[config.mk]
export PLATFORM = sky130hd
export DESIGN_NAME = mux3_seq_ctrl_flat
export DESIGN_NICKNAME = d
export VERILOG_FILES = /design/src/rtl/mux3_seq_ctrl_pkg.sv /design/src/rtl/mux3_seq_ctrl_if.sv /design/src/rtl/mux3_seq_ctrl.sv /design/src/flat_wrapper.sv
export SDC_FILE = /design/constraint.sdc
export NUM_CORES = 1
export LEC_CHECK = 0
export BUFFER_PORTS_ARGS = -buffer_cell sky130_fd_sc_hd__buf_2
export CORE_MARGIN = 2
export CORE_UTILIZATION = 49
export CTS_BUF_LIST = sky130_fd_sc_hd__clkbuf_16
export CTS_CLUSTER_SIZE = 16
export DETAILED_ROUTE_END_ITERATION = 8
export PLACE_DENSITY = 0.75
export SYNTH_ARGS = -nofsm -noshare
export SYNTH_HDL_FRONTEND = slang
export SYNTH_SLANG_ARGS = --single-unit
export TNS_END_PERCENT = 1
[constraint.sdc]
create_clock -name clk -period 2.1 [get_ports clk]
set_input_delay 0.42 -clock clk [delete_from_list [all_inputs] [get_ports clk]]
set_output_delay 0.42 -clock clk [all_outputs]
set_load 0.05 [all_outputs]
[src/rtl/mux3_seq_ctrl_pkg.sv]
// Shared encodings for the operand-mux sequencer: FSM states and the mux select codes.
// The select codes are also used by the registered 3-input operand mux.
package mux3_seq_ctrl_pkg;

  localparam int CNT_W_DEF = 8;

  typedef enum logic [2:0] {
    S_IDLE,
    S_SEL_A,
    S_SEL_B,
    S_SEL_C,
    S_DRAIN,
    S_DONE
  } state_t;

  localparam logic [1:0] SEL_HOLD = 2'b00;
  localparam logic [1:0] SEL_A    = 2'b01;
  localparam logic [1:0] SEL_B    = 2'b10;
  localparam logic [1:0] SEL_C    = 2'b11;

  // True in the states that drive an operand onto the mux.
  function automatic logic is_sel_state(state_t s);
    return (s == S_SEL_A) || (s == S_SEL_B) || (s == S_SEL_C);
  endfunction

endpackage

[src/rtl/mux3_seq_ctrl_if.sv]
// Start/busy/done handshake plus mux control between the top-level controller and the sequencer.
// master = controller side, slave = sequencer side.
interface mux3_seq_ctrl_if #(
  parameter int CNT_W = 8
);
  logic             start;
  logic             abort;
  logic [CNT_W-1:0] n_pass;
  logic [1:0]       select;
  logic             acc_en;
  logic             busy;
  logic             done;
  logic [CNT_W-1:0] pass_cnt;

  modport master (
    output start, abort, n_pass,
    input  select, acc_en, busy, done, pass_cnt
  );

  modport slave (
    input  start, abort, n_pass,
    output select, acc_en, busy, done, pass_cnt
  );
endinterface

[src/rtl/mux3_seq_ctrl.sv]
// Runs n_pass A/B/C passes on the operand-mux select; acc_en trails select by one cycle (mux latency).
// All outputs registered; start is honoured only in IDLE, abort cancels any run without a done pulse.
module mux3_seq_ctrl
  import mux3_seq_ctrl_pkg::*;
#(
  parameter int CNT_W = CNT_W_DEF
) (
  input  logic           clk,
  input  logic           rst,
  mux3_seq_ctrl_if.slave ctrl
);

  state_t           state;
  logic [CNT_W-1:0] n_lat;
  logic [CNT_W-1:0] pcnt;
  logic [CNT_W-1:0] pcnt_inc;
  logic [1:0]       sel_q;
  logic             acc_q;
  logic             busy_q;
  logic             done_q;

  assign pcnt_inc = pcnt + CNT_W'(1);

  always_ff @(posedge clk or posedge rst) begin
    if (rst) begin
      state  <= S_IDLE;
      n_lat  <= '0;
      pcnt   <= '0;
      sel_q  <= SEL_HOLD;
      acc_q  <= 1'b0;
      busy_q <= 1'b0;
      done_q <= 1'b0;
    end else begin
      // The mux registers the operand on this edge, so its output is valid next cycle.
      acc_q <= is_sel_state(state);

      if (ctrl.abort) begin
        state  <= S_IDLE;
        sel_q  <= SEL_HOLD;
        busy_q <= 1'b0;
        done_q <= 1'b0;
      end else begin
        case (state)
          S_IDLE: begin
            if (ctrl.start) begin
              n_lat  <= ctrl.n_pass;
              pcnt   <= '0;
              busy_q <= 1'b1;
              if (ctrl.n_pass != '0) begin
                state <= S_SEL_A;
                sel_q <= SEL_A;
              end else begin
                state  <= S_DONE;
                done_q <= 1'b1;
              end
            end
          end
          S_SEL_A: begin
            state <= S_SEL_B;
            sel_q <= SEL_B;
          end
          S_SEL_B: begin
            state <= S_SEL_C;
            sel_q <= SEL_C;
          end
          S_SEL_C: begin
            pcnt <= pcnt_inc;
            if (pcnt_inc == n_lat) begin
              state <= S_DRAIN;
              sel_q <= SEL_HOLD;
            end else begin
              state <= S_SEL_A;
              sel_q <= SEL_A;
            end
          end
          S_DRAIN: begin
            state  <= S_DONE;
            done_q <= 1'b1;
          end
          S_DONE: begin
            state  <= S_IDLE;
            done_q <= 1'b0;
            busy_q <= 1'b0;
          end
          default: begin
            state  <= S_IDLE;
            sel_q  <= SEL_HOLD;
            busy_q <= 1'b0;
            done_q <= 1'b0;
          end
        endcase
      end
    end
  end

  assign ctrl.select   = sel_q;
  assign ctrl.acc_en   = acc_q;
  assign ctrl.busy     = busy_q;
  assign ctrl.done     = done_q;
  assign ctrl.pass_cnt = pcnt;

endmodule
[src/flat_wrapper.sv]
// flat-port wrapper written by rule: the top's interface ports become plain ports
module mux3_seq_ctrl_flat import mux3_seq_ctrl_pkg::*;
#(
  parameter int CNT_W = CNT_W_DEF
)
  (clk, rst, ctrl_start, ctrl_abort, ctrl_n_pass, ctrl_select, ctrl_acc_en, ctrl_busy, ctrl_done, ctrl_pass_cnt);
  mux3_seq_ctrl_if #(.CNT_W(CNT_W)) ctrl_i ();
  input  logic clk;
  input  logic rst;
  input wire logic [$bits(ctrl_i.start)-1:0] ctrl_start;
  input wire logic [$bits(ctrl_i.abort)-1:0] ctrl_abort;
  input wire logic [$bits(ctrl_i.n_pass)-1:0] ctrl_n_pass;
  output wire logic [$bits(ctrl_i.select)-1:0] ctrl_select;
  output wire logic [$bits(ctrl_i.acc_en)-1:0] ctrl_acc_en;
  output wire logic [$bits(ctrl_i.busy)-1:0] ctrl_busy;
  output wire logic [$bits(ctrl_i.done)-1:0] ctrl_done;
  output wire logic [$bits(ctrl_i.pass_cnt)-1:0] ctrl_pass_cnt;
  assign ctrl_i.start = ctrl_start;
  assign ctrl_i.abort = ctrl_abort;
  assign ctrl_i.n_pass = ctrl_n_pass;
  assign ctrl_select = ctrl_i.select;
  assign ctrl_acc_en = ctrl_i.acc_en;
  assign ctrl_busy = ctrl_i.busy;
  assign ctrl_done = ctrl_i.done;
  assign ctrl_pass_cnt = ctrl_i.pass_cnt;
  mux3_seq_ctrl #(.CNT_W(CNT_W)) u_core (.clk(clk), .rst(rst), .ctrl(ctrl_i));
endmodule
After elaboration in Yosys (flattened, before gate mapping)
Index checks and enable logic that the tools add are counted.
{ "word_totals": {"ff_bits": 24, "latch_bits": 0, "ram_bits": 0, "romBits": 0, "input_bits": 12, "output_inout_bits": 13, "word_cells": 54, "memories": 0} }
{ "op_classes": {"n_addsub": 1, "multipliers": 0, "div": 0, "magnitude_cmp": 0, "n_eq_ne": 13, "n_shift": 0, "n_mux": 19, "bitwise": 1, "n_reduce_logical": 13} }
{ "ops": {"columns": ["operator", "n"], "rows": [
  ["one-hot mux 8 bit (2 select lines)", 1],
  ["one-hot mux 3 bit (5 select lines)", 1],
  ["2-to-1 mux 3 bit", 4],
  ["AND reduction 3 bit", 4],
  ["one-hot mux 2 bit (5 select lines)", 1],
  ["adder 8 x 1 -> 8 bit (second input constant)", 1],
  ["== test 8 bit", 1],
  ["2-to-1 mux 8 bit", 1],
  ["nonzero test 8 bit", 1],
  ["== test 3 x 2 -> 1 bit (second input constant)", 2],
  ["== test 3 bit (second input constant)", 2],
  ["2-to-1 mux 1 bit", 6],
  ["2-to-1 mux 2 bit", 3],
  ["inequality test 2 x 1 -> 1 bit (second input constant)", 3],
  ["inequality test 3 bit (second input constant)", 2],
  ["OR reduction 4 bit", 1],
  ["== test 3 x 1 -> 1 bit (second input constant)", 1],
  ["zero test 3 bit", 1],
  ["inequality test 3 x 2 -> 1 bit (second input constant)", 1],
  ["one-hot mux 1 bit (3 select lines)", 1],
  ["OR reduction 3 bit", 1],
  ["logical OR 1 bit", 2],
  ["inequality test 2 bit (second input constant)", 1],
  ["one-hot mux 1 bit (2 select lines)", 1],
  ["4 further kinds", 4]
]} }

Logic depth before layout (Yosys ltp)
Gate-level depths: netlist of run 1.
{ "depth": {"ltp_word": 5, "mapped_depth": 6, "depth_no_buf": 6} }

Worst setup path before layout of run 1
Ideal clock, no wire load.
{ "synth_path": {"path_kind": "flip-flop to flip-flop", "from": "reg u_core.pcnt[0], in the netlist u_core.ctrl.pass_cnt[0]", "to": "reg u_core.state[0]", "setup_ns": 0.143, "arrival_time_ns": 2.202, "t_required_ns": 1.957, "path_slack_ns": -0.244, "path_stages_with_launch": 7, "path_buffers": 0, "synth_period_minus_slack_ns": 2.344, "path_cell_list": "dfrtp_1 ha_1 or3b_1 and3_1 o32a_1 a311oi_2 a211oi_1"} }
{ "synth_via": {"elab_chain_len": 5} }
{ "synth_rtl": {"columns": ["item", "line", "text"], "rows": [
  ["start: declaration", "mux3_seq_ctrl.sv:15", "logic [CNT_W-1:0] pcnt;"],
  ["start signal: assignment", "mux3_seq_ctrl.sv:67", "pcnt <= pcnt_inc;"],
  ["adder 8 x 1 -> 8 bit", "mux3_seq_ctrl.sv:22", "assign pcnt_inc = pcnt + CNT_W'(1);"],
  ["== test 8 bit", "mux3_seq_ctrl.sv:68", "if (pcnt_inc == n_lat) begin"],
  ["2-to-1 mux 3 bit", "mux3_seq_ctrl.sv:68", null],
  ["one-hot mux 3 bit (5 select lines)", "mux3_seq_ctrl.sv:43", "case (state)"],
  ["2-to-1 mux 3 bit", "mux3_seq_ctrl.sv:37", "if (ctrl.abort) begin"],
  ["end signal: assignment", "mux3_seq_ctrl.sv:38", "state <= S_IDLE;"],
  ["end signal: assignment", "mux3_seq_ctrl.sv:69", "state <= S_DRAIN;"],
  ["end signal: assignment", "mux3_seq_ctrl.sv:72", "state <= S_SEL_A;"],
  ["end: declaration", "mux3_seq_ctrl.sv:13", "state_t state;"]
]} }
Every way passes these cells.
A chain may end at the register's enable or synchronous reset.

Final worst setup path of run 1
Same ends and word-level chain as after synthesis.

==> results of run 1 <==
[registers in the layout (all words and copies together), names as in the netlist]
register,cells
u_core.state,3
u_core.n_lat,8
u_core.ctrl.pass_cnt,8
u_core.ctrl.busy,1
u_core.ctrl.done,1
u_core.ctrl.acc_en,1
u_core.ctrl.select,2
[worst paths after layout]
path                                                      from                             endpoint  slack [ps]  cells past startpoint
min in group clk                                ctrl_n_pass[4]          u_core.n_lat[4]$_DFFE_PP0P_         400                      2
min reg2reg                u_core.ctrl.pass_cnt[7]$_DFFE_PP0P_  u_core.ctrl.pass_cnt[7]$_DFFE_PP0P_         540                      1
min                                                        rst    u_core.ctrl.select[1]$_DFFE_PP0P_         160                      2
max                        u_core.ctrl.pass_cnt[0]$_DFFE_PP0P_          u_core.state[0]$_DFFE_PP0P_         120                      6
max reg2reg                u_core.ctrl.pass_cnt[0]$_DFFE_PP0P_          u_core.state[0]$_DFFE_PP0P_         120                      6
max in group asynchronous                                  rst  u_core.ctrl.pass_cnt[5]$_DFFE_PP0P_        1380                      3
[power by group]
group | switching (mW) | internal, mW
clock network | 0.170 | 0.379
logic | 0.234 | 0.185
registers | 0.0827 | 0.546
total | 0.486 | 1.11
[cell usage in the layout (no fill, tap or decap)]
master	netlist	routed
o211ai_1	2	2
dfrtp_2	0	2
or3b_1	2	2
o21ai_0	9	8
buf_2	0	24
nor4b_1	1	1
nor3b_1	1	1
o21ai_1	0	1
bufinv_16	0	1
nor3_1	4	4
nand3b_1	2	2
xnor2_1	4	4
mux2_2	8	8
and4_1	1	1
nor2_1	14	14
xnor3_1	1	1
a311oi_2	1	1
o31ai_1	2	2
a211oi_1	2	2
nand4_1	1	1
a21boi_0	1	1
nor4_1	2	2
a31oi_1	3	3
o32a_1	2	2
nor2b_1	2	2
or3_1	1	1
a211o_1	1	1
nand3_1	5	5
xor2_1	3	3
dfrtp_1	24	22
o41ai_1	2	2
a22o_1	2	2
inv_1	4	4
clkbuf_16	0	3
nand2_1	7	7
a21oi_1	8	8
and3_1	4	4
ha_4	0	1
nand2b_1	3	3
buf_4	0	5
[worst reg2reg max path, delay by kind of cell, from the launching register on]
family | cells | cell delay [ps]
buffers and inverters | 1 | 150
DFF | 1 | 390
and+or+nand+nor | 2 | 690
AOI/OAI and AO/OA | 3 | 630
[routing by layer]
metal	track usage	routed length (um)	vias up	part of all wire
met5	0	0	-	0
met4	0.08163	60	0	0.019
met3	0.02791	145	7	0.046
met2	0.3496	1536	41	0.49
met1	0.2985	1378	556	0.44
li1	-	-	552	-
[through the flow]
stage,hold slack (ps),power [mW]
2_1_floorplan,434.5,0.9431
3_3_place_gp,439.2,1.031
3_5_place_dp,453.8,1.047
4_1_cts,173.8,1.596
5_1_grt,189.9,1.678
6_report,164.0,1.596
[what timing repair did]
item	4_1_cts	5_1_grt
endpoints found under the setup margin	0	3
buffers inserted	0	1
resized for setup	0	1
hold endpoints to repair	0	0
[area by class of cell]
type,count,area (um2)
multi-input cells,102,696.9
flip-flops and latches,24,603.1
clock buffers,3,75.07
well taps,30,37.54
clock inverters,1,30.03
fillers,218,907.1
repair buffers,29,157.7
inverters,4,15.01
[logic make-up (layout without fill, tap and decap cells)]
logic type	count (synthesis)	after routing	share of synthesized area
buffers and inverters	10	37	0.03386
adders and majority gates	1	1	0.009406
muxes	8	8	0.06774
DFF	24	24	0.4516
xor gates and xnor gates	8	8	0.06303
AOI/OAI and AO/OA	35	35	0.1769
and+or+nand+nor	50	50	0.1976
==> run metrics, run 1 <==
die area=0.003147 mm2; GRT Total Usage=0.2175; fmax=~500 MHz; Die Ht=between 50 and 60 um; EDFF count, synth=0; Area contributors post-synth=dfrtp_1 45%, mux2_2 6.8%, nor2_1 4.0%; # DRC=0; Overflow after GRT=0; Post-Syn Area=approximately 0.0013 mm2; initial antenna violation count=0; layout cells sized above 1=0.2761; DP HPWL=2.304 mm; Horiz. Die Dim=56.10 um; Area growth syn-to-layout=21.45%; clk_skew=about 4.5 ps; nature of the critical path endpoint=flip-flop; starting DRC count in detailed routing=24; Worst EP arrival=~2100 ps; antenna-violating nets left=0; post-layout min period=roughly 2000 ps; fin crit share=0.9434; FP Rows=18; Main synth FF type=dfrtp_1; maximum root-to-sink buffer count=2; Worst-path clk slew=approximately 70 ps; vias in the first global route=1,108; sequential element share of the synthesized area=0.4516; vias per cell=roughly 6; setup violators final=0; Max-Cap Viols=0; Max transition margin=0.5755; DRT Wirelength=3.120 mm; clock latency at the later pin of the worst-skew pair=roughly 260 ps; PwrDens=988.1 mW/mm2; Async SR Flop Fraction=1.000; min setup slack post-route=~120 ps; Core Util, Final=0.6404; Final nets=177; root buffer cell=clkbuf_16; Mean Syn Cell Area=between 9 and 10 um2; most instantiated cells after synthesis=24 x dfrtp_1, 14 x nor2_1, 9 x o21ai_0; status=complete, no violations; CP Launch Type=flip-flop; Inserted Diodes=0; Finished Layout Cells=about 190; Fin. Hold Viols=0; crit path cell chain=buf_4, and4_1, a21boi_0, or3b_1, a311oi_2, a211oi_1; port bufs=24; pre-CTS WS=60.37 ps; Mapped Nets=around 150; Slew Viols, Final=0; core area=0.002522 mm2; RSZ-0062 raised after global routing=no; area leader, netlist=dfrtp_1; Tightest Pin Transition=~630 ps; H-tree levels=1; placed inst area=0.001503 mm2; hold crit path type=in2async; Synth top area share=0.4516; max incr delay on CP=420 ps; TNS Setup=0 ps; cell family contributing the most delay on the critical path=simple AND/OR/NAND/NOR gates; largest net degree at the start of global routing=15; CP max stage cell=or3b_1; Post-Synthesis Cells=~140; count of boundary I/O pins=25; Initial Util=0.5273; first-pass GRT wire length=approximately 5.4 mm; Pleak=between 0.7 and 0.8 nW; drt first pass iters=4; placed insts=around 190; Netlist cell types=36; routability cong.=about 0.90; CTS tree=yes; TritonCTS Sinks=24; post-DR wirelength/cell=16.17 um; Yosys warnings=0; Crit path buffers/inverters=1; Vias=roughly 1,200; VDD IR max=0.7957 mV; CTS Buf Count=3; worst-path fanout max=7; most numerous cell in the Yosys netlist=dfrtp_1; flops & latches, synth=24; Post-CTS Hold Buffers=0; Finished Cell Area=0.001615 mm2; critical path class=reg2reg; Worst EP required=between 2000 and 2500 ps
No activity file was read; power rests on OpenSTA's default activity.
==> run 2: changes to the inputs <==
Settings changed: ABC_AREA set to 1, PLACE_DENSITY 0.75 to 0.74.
==> run 2 against run 1 <==
Setup slack improved by 210 ps; final cell count increased by 22%; die area increased by 3.3%; sequential power increased by 16%; critical path depth increased by 5; register-to-register slack improved by 210 ps; clock-buffer cell count unchanged; total power increased by 17%; utilization decreased by 4.6 points; critical endpoint is now u_core.ctrl.select[0]$_DFFE_PP0P_; largest power group is now combinational logic.
==> run metrics, run 2 <==
PwrDens=1163 mW/mm2 (+18%); Tightest Pin Transition=471.8 ps (-160.1 ps); most frequent cells in the layout=40 x nand2_1, 26 x inv_1, 24 x buf_2, 24 x dfrtp_1, 14 x nand3_1; area leader, netlist=dfrtp_1; Horiz. Die Dim=57.02 um (+1.6%); count of boundary I/O pins=25 (unchanged); min setup slack post-route=327.7 ps (+208.9 ps); Inserted Diodes=0 (unchanged); clock latency at the later pin of the worst-skew pair=260 ps (about the same); grt met2 use=0.3186 (-0.03102); Max-Cap Viols=0 (unchanged); CTS Buf Count=3 (unchanged); worst-path fanout max=5 (-2); initial antenna violation count=0 (unchanged); setup bufs post-CTS=0 (unchanged); Finished Cell Area=0.001612 mm2 (-0.23%); Async SR Flop Fraction=1.000 (unchanged); Post-Syn Area=0.001378 mm2 (+3.6%); DP HPWL=2.199 mm (-4.6%); Pleak=0.8014 nW (+8.6%); Initial Util=0.5083 (-0.01897); Worst EP arrival=1900 ps (-210 ps); P_sw=0.7850 mW (+61%); DRT Wirelength=2.975 mm (-4.6%); Multi-input gate area=653.1 um2 (-6.3%); largest net degree at the start of global routing=25 (+10); most numerous cell in the Yosys netlist=nand2_1; fin crit share=0.8440 (-0.09945); Main synth FF type=dfrtp_1; Mapped Nets=189 (+27%); TNS Setup=0 ps (unchanged); FP Rows=19 (+1); Hold WS=196.1 ps (+32.04 ps); Fin. Hold Viols=0 (unchanged); post-layout min period=1772 ps (-208.9 ps); hold crit path type=in2async; Mean Syn Cell Area=7.827 um2 (-20%); EDFF count, synth=0 (unchanged); Post-CTS Hold Buffers=0 (unchanged); starting DRC count in detailed routing=52 (+120%); Synth top area share=0.4360 (-0.01558); RSZ-0062 raised after global routing=no; fillcell total=244 (+12%); Area growth syn-to-layout=16.98%; Yosys warnings=0 (unchanged); die area=0.003251 mm2 (+3.3%); VDD IR max=0.8860 mV (+11%); TritonCTS Sinks=24 (unchanged); layout cells sized above 1=0.2402 (-0.03588); Worst EP required=2230 ps (about the same); Die Ht=57.02 um (+1.6%); # DRC=0 (unchanged); GRT Total Usage=0.1974 (-0.02009); vias in the first global route=1,163 (+5.0%); core area=0.002710 mm2 (+7.4%); status=complete, no violations; layer with the highest usage=met2; antenna-violating nets left=0 (unchanged); flops & latches, synth=24 (unchanged); placed inst area=0.001533 mm2 (+2.0%); Slew Viols, Final=0 (unchanged); M3 GR Usage=0.02948 (+0.001571); pre-CTS WS=365.8 ps (+305.4 ps); FF+latch area=600.6 um2 (-0.41%); sequential element share of the synthesized area=0.4360 (-0.01558); placed insts=231 (+23%); Vias=1,243 (+7.5%); nature of the critical path endpoint=flip-flop; Area contributors post-synth=dfrtp_1 44%, nand2_1 11%, inv_1 7.1%; P_int=1.090 mW (-1.8%); Overflow after GRT=0 (unchanged); r2r setup slk=330 ps (+210 ps); routability cong.=0.8201 (-8.5%); Post-Synthesis Cells=176 (+29%); maximum root-to-sink buffer count=2 (unchanged); fmax=564.2 MHz (+12%); port bufs=24 (unchanged); most instantiated cells after synthesis=40 x nand2_1, 26 x inv_1, 24 x dfrtp_1; CP Launch Type=flip-flop; Final nets=218 (+23%); Max transition margin=0.6851 (+0.1096); clk_skew=6.158 ps (+1.661 ps); PostCTS Resize Cnt=0 (unchanged); met1 GRT Util=0.2747 (-0.02382); Finished Layout Cells=235 (+22%); critical path class=reg2reg; Logic pwr share=0.392 (+0.130); commonest non-fill, non-tap cell in the layout=nand2_1; clock power share=0.221 (-0.123); H-tree levels=1 (unchanged); Netlist cell types=25 (-31%); root buffer cell=clkbuf_16; vias per cell=5.289 (-12%); switching share of power=0.4186 (+0.1138); Worst-path clk slew=60 ps (about the same); CTS tree=yes; post-DR wirelength/cell=12.66 um (-22%); setup violators final=0 (unchanged); Seq pwr share=0.387 (-0.007); first-pass GRT wire length=5.133 mm (-5.0%); drt first pass iters=4 (unchanged)
-- run 2: cell types whose count changed after synthesis, moves of 5 or more --
cell / delta
o22ai_1: +6
clkbuf_1: -5
inv_1: +22
nor2_4: +6
nand2_2: +6
mux2_2: -8
nand2_1: +33
nand3_1: +9
-- run 2: worst paths after layout --
check	startpoint	endpoint	depth (start not counted)
max	u_core.ctrl.pass_cnt[0]$_DFFE_PP0P_	u_core.ctrl.select[0]$_DFFE_PP0P_	11
min	rst	u_core.ctrl.pass_cnt[7]$_DFFE_PP0P_	3
max reg2reg	u_core.ctrl.pass_cnt[0]$_DFFE_PP0P_	u_core.ctrl.select[0]$_DFFE_PP0P_	11
min reg2reg	u_core.ctrl.select[0]$_DFFE_PP0P_	u_core.ctrl.select[0]$_DFFE_PP0P_	2
max in group asynchronous	rst	u_core.n_lat[3]$_DFFE_PP0P_	3
min in group clk	ctrl_n_pass[6]	u_core.n_lat[6]$_DFFE_PP0P_	3
-- run 2: cell families after synthesis --
logic type               share of synthesized area
AO/OA/AOI/OAI                               0.1217
AND/OR/NAND/NOR                             0.3306
buffers and inverters                      0.08991
flip-flops                                  0.4360
XOR/XNOR                                   0.01272
adder cells (fa/ha/maj)                   0.009081
-- run 2: layout make-up --
class                           instances  share of cell area
Multi-Input combinational cell        121              0.4053
Timing Repair Buffer                   25             0.07919
Tap cell                               31             0.02407
Clock inverter                          1            0.002329
Inverter                               30             0.06988
Sequential cell                        24              0.3727
Clock buffer                            3             0.04658
-- run 2: critical path: stages, from the launching register on --
cell and delay [ps]:
dfrtp_1 440, ha_1 350, xnor2_1 150, nand2_1 70
nor2_1 110, nand2_1 70, nor2_1 120, nand3_1 90
nand2_1 70, nand2_1 60, nand2_2 70, o21ai_1 50
-- run 2: routing by layer --
layer  up-vias  part of all wire
met4         0            0.0094
met3         5             0.058
met5         -                 0
met1       570              0.47
li1        627                 -
met2        41              0.46
-- run 2: metrics by stage --
step | utilization | total power [mW]
2_1_floorplan | - | 1.293
3_3_place_gp | 0.5656 | 1.438
3_5_place_dp | 0.5656 | 1.453
4_1_cts | 0.5946 | 1.874
5_1_grt | 0.5946 | 1.996
6_report | 0.5946 | 1.875
-- run 2: power groups by stage --
stage | registers, mW | logic, mW | clock network (mW)
final | 0.726 | 0.736 | 0.414
after global routing | 0.745 | 0.817 | 0.433
after CTS | 0.722 | 0.737 | 0.415
after detailed placement | 0.727 | 0.726 | 0
after global placement | 0.722 | 0.716 | 0
after floorplan | 0.862 | 0.430 | 0
==> run 3: changes to the inputs <==
Settings changed: CORE_UTILIZATION 49 to 54, PLACE_DENSITY 0.74 to 0.78.
Clock period 2.1 ns to 1.7 ns, I/O delays scaled along.
==> run 3 against run 2 <==
The run now ends with negative setup slack left; combinational power up 45%; largest power group unchanged; sequential power up 26%; non-clock buffer count up 6; critical path type unchanged; utilization up 10 points; global-route usage up 4.6 points; die area down 8.6%; maximum frequency up 1.4%; clock skew down 3.6 ps; clock power up 26%.
==> run metrics, run 3 (synthesis results as in run 2) <==
Fin. Hold Viols=0 (unchanged); first-pass GRT wire length=5.175 mm (+0.82%); Tightest Pin Transition=464.1 ps (-7.686 ps); Worst EP arrival=1870 ps (-30 ps); Initial Util=0.5612 (+0.05285); VDD IR max=1.146 mV (+29%); Worst R2R Path Depth=11 (unchanged); placed insts=232 (+0.43%); count of boundary I/O pins=25 (unchanged); RR Startpoint=u_core.ctrl.pass_cnt[1]$_DFFE_PP0P_; PwrDens=1464 mW/mm2 (+26%); FP Rows=18 (-1); vias per cell=5.408 (+2.2%); worst-path fanout max=5 (unchanged); die area=0.002971 mm2 (-8.6%); core area=0.002455 mm2 (-9.4%); hold crit path type=in2async; Worst EP required=1830 ps (-400 ps); post-DR wirelength/cell=13.72 um (+8.4%); antenna-violating nets left=0 (unchanged); FF+latch area=608.1 um2 (+1.2%); initial antenna violation count=0 (unchanged); critical path class=reg2reg; Finished Layout Cells=240 (+2.1%); Area growth syn-to-layout=24.25%; fmax=572.2 MHz (+1.4%); Inserted Diodes=0 (unchanged); nature of the critical path endpoint=flip-flop; Finished Cell Area=0.001712 mm2 (+6.2%); crit path cell chain=ha_4, xnor2_2, nand2_1, nor2_1, nand2_1, nor2_2, nand3_1, nand2_1, nand2_1, nand2_2, o21ai_1; cell mode on critical path=nand2_1; Multi-input gate area=701.9 um2 (+7.5%); port bufs=24 (unchanged); maximum root-to-sink buffer count=2 (unchanged); Worst-path clk slew=60 ps (about the same); Crit path buffers/inverters=0 (unchanged); layout cells sized above 1=0.3476 (+0.1074); root buffer cell=clkbuf_16; max incr delay on CP=450 ps (about the same); RSZ-0062 raised after global routing=yes; CP max stage cell=dfrtp_2; Die Ht=54.51 um (-4.4%); final total power=2.506 mW (+34%); Core Util, Final=0.6972 (+0.1026); TritonCTS Sinks=24 (unchanged); GRT Total Usage=0.2435 (+0.04606); RR Endpoint=u_core.ctrl.select[0]$_DFFE_PP0P_; clock latency at the later pin of the worst-skew pair=260 ps (about the same); DRT Wirelength=3.293 mm (+11%); Max-Cap Viols=0 (unchanged); r2r setup slk=-50 ps (-380 ps); min setup slack post-route=-47.49 ps (-375.2 ps); drt first pass iters=4 (unchanged); Horiz. Die Dim=54.51 um (-4.4%); clk_skew=2.560 ps (-3.599 ps); Overflow after GRT=0 (unchanged); DP HPWL=2.326 mm (+5.8%); failing checks=negative setup slack; Vias=1,298 (+4.4%); CP Launch Type=flip-flop; Slew Viols, Final=0 (unchanged); post-layout min period=1747 ps (-24.84 ps); Max transition margin=0.6902 (+0.005129); Post-CTS Hold Buffers=0 (unchanged); placed inst area=0.001567 mm2 (+2.2%); status=finished, violations left; CTS Buf Count=3 (unchanged); fillcell total=194 (-20%); H-tree levels=1 (unchanged); TNS Setup=-58.83 ps (-58.83 ps); vias in the first global route=1,181 (+1.5%); fin crit share=1.028 (+0.1840); setup violators final=2 (+2); Hold WS=74.79 ps (-121.3 ps); starting DRC count in detailed routing=33 (-37%); most frequent cells in the layout=36 x nand2_1, 24 x inv_1, 24 x buf_2; # DRC=0 (unchanged); cell family contributing the most delay on the critical path=simple AND/OR/NAND/NOR gates; largest net degree at the start of global routing=18 (-28%); CTS tree=yes; commonest non-fill, non-tap cell in the layout=nand2_1; Final nets=224 (+2.8%); pre-CTS WS=31.81 ps (-334.0 ps); routability cong.=0.9061 (+10%); Pleak=0.8364 nW (+4.4%)
run 3: cell types whose count changed in the layout (fill, tap and decap cells not counted), sizes merged:
cell | previous run | this run
buf | 25 | 31
run 3: final cells by class:
class	instances	share of cell area
timing repair buffer	31	0.1009
sequential	24	0.3553
tap	30	0.02193
clock buffer	3	0.04386
clock inverter	1	0.002193
multi-input combinational	121	0.4101
inverter	30	0.06579
run 3: per-layer routing:
| layer | part of all wire | wire length (um) | global-route usage |
|---|---|---|---|
| met1 | 0.45 | 1467 | 0.3172 |
| met2 | 0.48 | 1597 | 0.4036 |
| met3 | 0.043 | 140 | 0.04098 |
| met4 | 0.027 | 88 | 0.09167 |
| met5 | 0 | 0 | 0 |
run 3: report_power, final:
part	switching (mW)	internal (mW)
clock network	0.205	0.315
registers	0.166	0.746
logic	0.682	0.393
run 3: repair_timing:
| action | in CTS | in global routing |
|---|---|---|
| resized for setup | 0 | 12 |
| hold endpoints to repair | 0 | 0 |
| setup endpoints to repair | 0 | 3 |
| buffers inserted | 0 | 4 |
run 3: worst max-delay path by stage:
| stage | from | end | slack [ps] | cells after the start |
|---|---|---|---|---|
| 2_1_floorplan | u_core.ctrl.pass_cnt[0]$_DFFE_PP0P_ | u_core.ctrl.select[0]$_DFFE_PP0P_ | 20 | 11 |
| 3_3_place_gp | u_core.ctrl.pass_cnt[0]$_DFFE_PP0P_ | u_core.ctrl.select[0]$_DFFE_PP0P_ | 80 | 11 |
| 3_5_place_dp | u_core.ctrl.pass_cnt[0]$_DFFE_PP0P_ | u_core.ctrl.select[0]$_DFFE_PP0P_ | 30 | 11 |
| 4_1_cts | u_core.ctrl.pass_cnt[0]$_DFFE_PP0P_ | u_core.ctrl.select[0]$_DFFE_PP0P_ | 20 | 11 |
| 5_1_grt | u_core.ctrl.pass_cnt[1]$_DFFE_PP0P_ | u_core.ctrl.select[0]$_DFFE_PP0P_ | -190 | 14 |
| 6_report | u_core.ctrl.pass_cnt[1]$_DFFE_PP0P_ | u_core.ctrl.select[0]$_DFFE_PP0P_ | -50 | 11 |
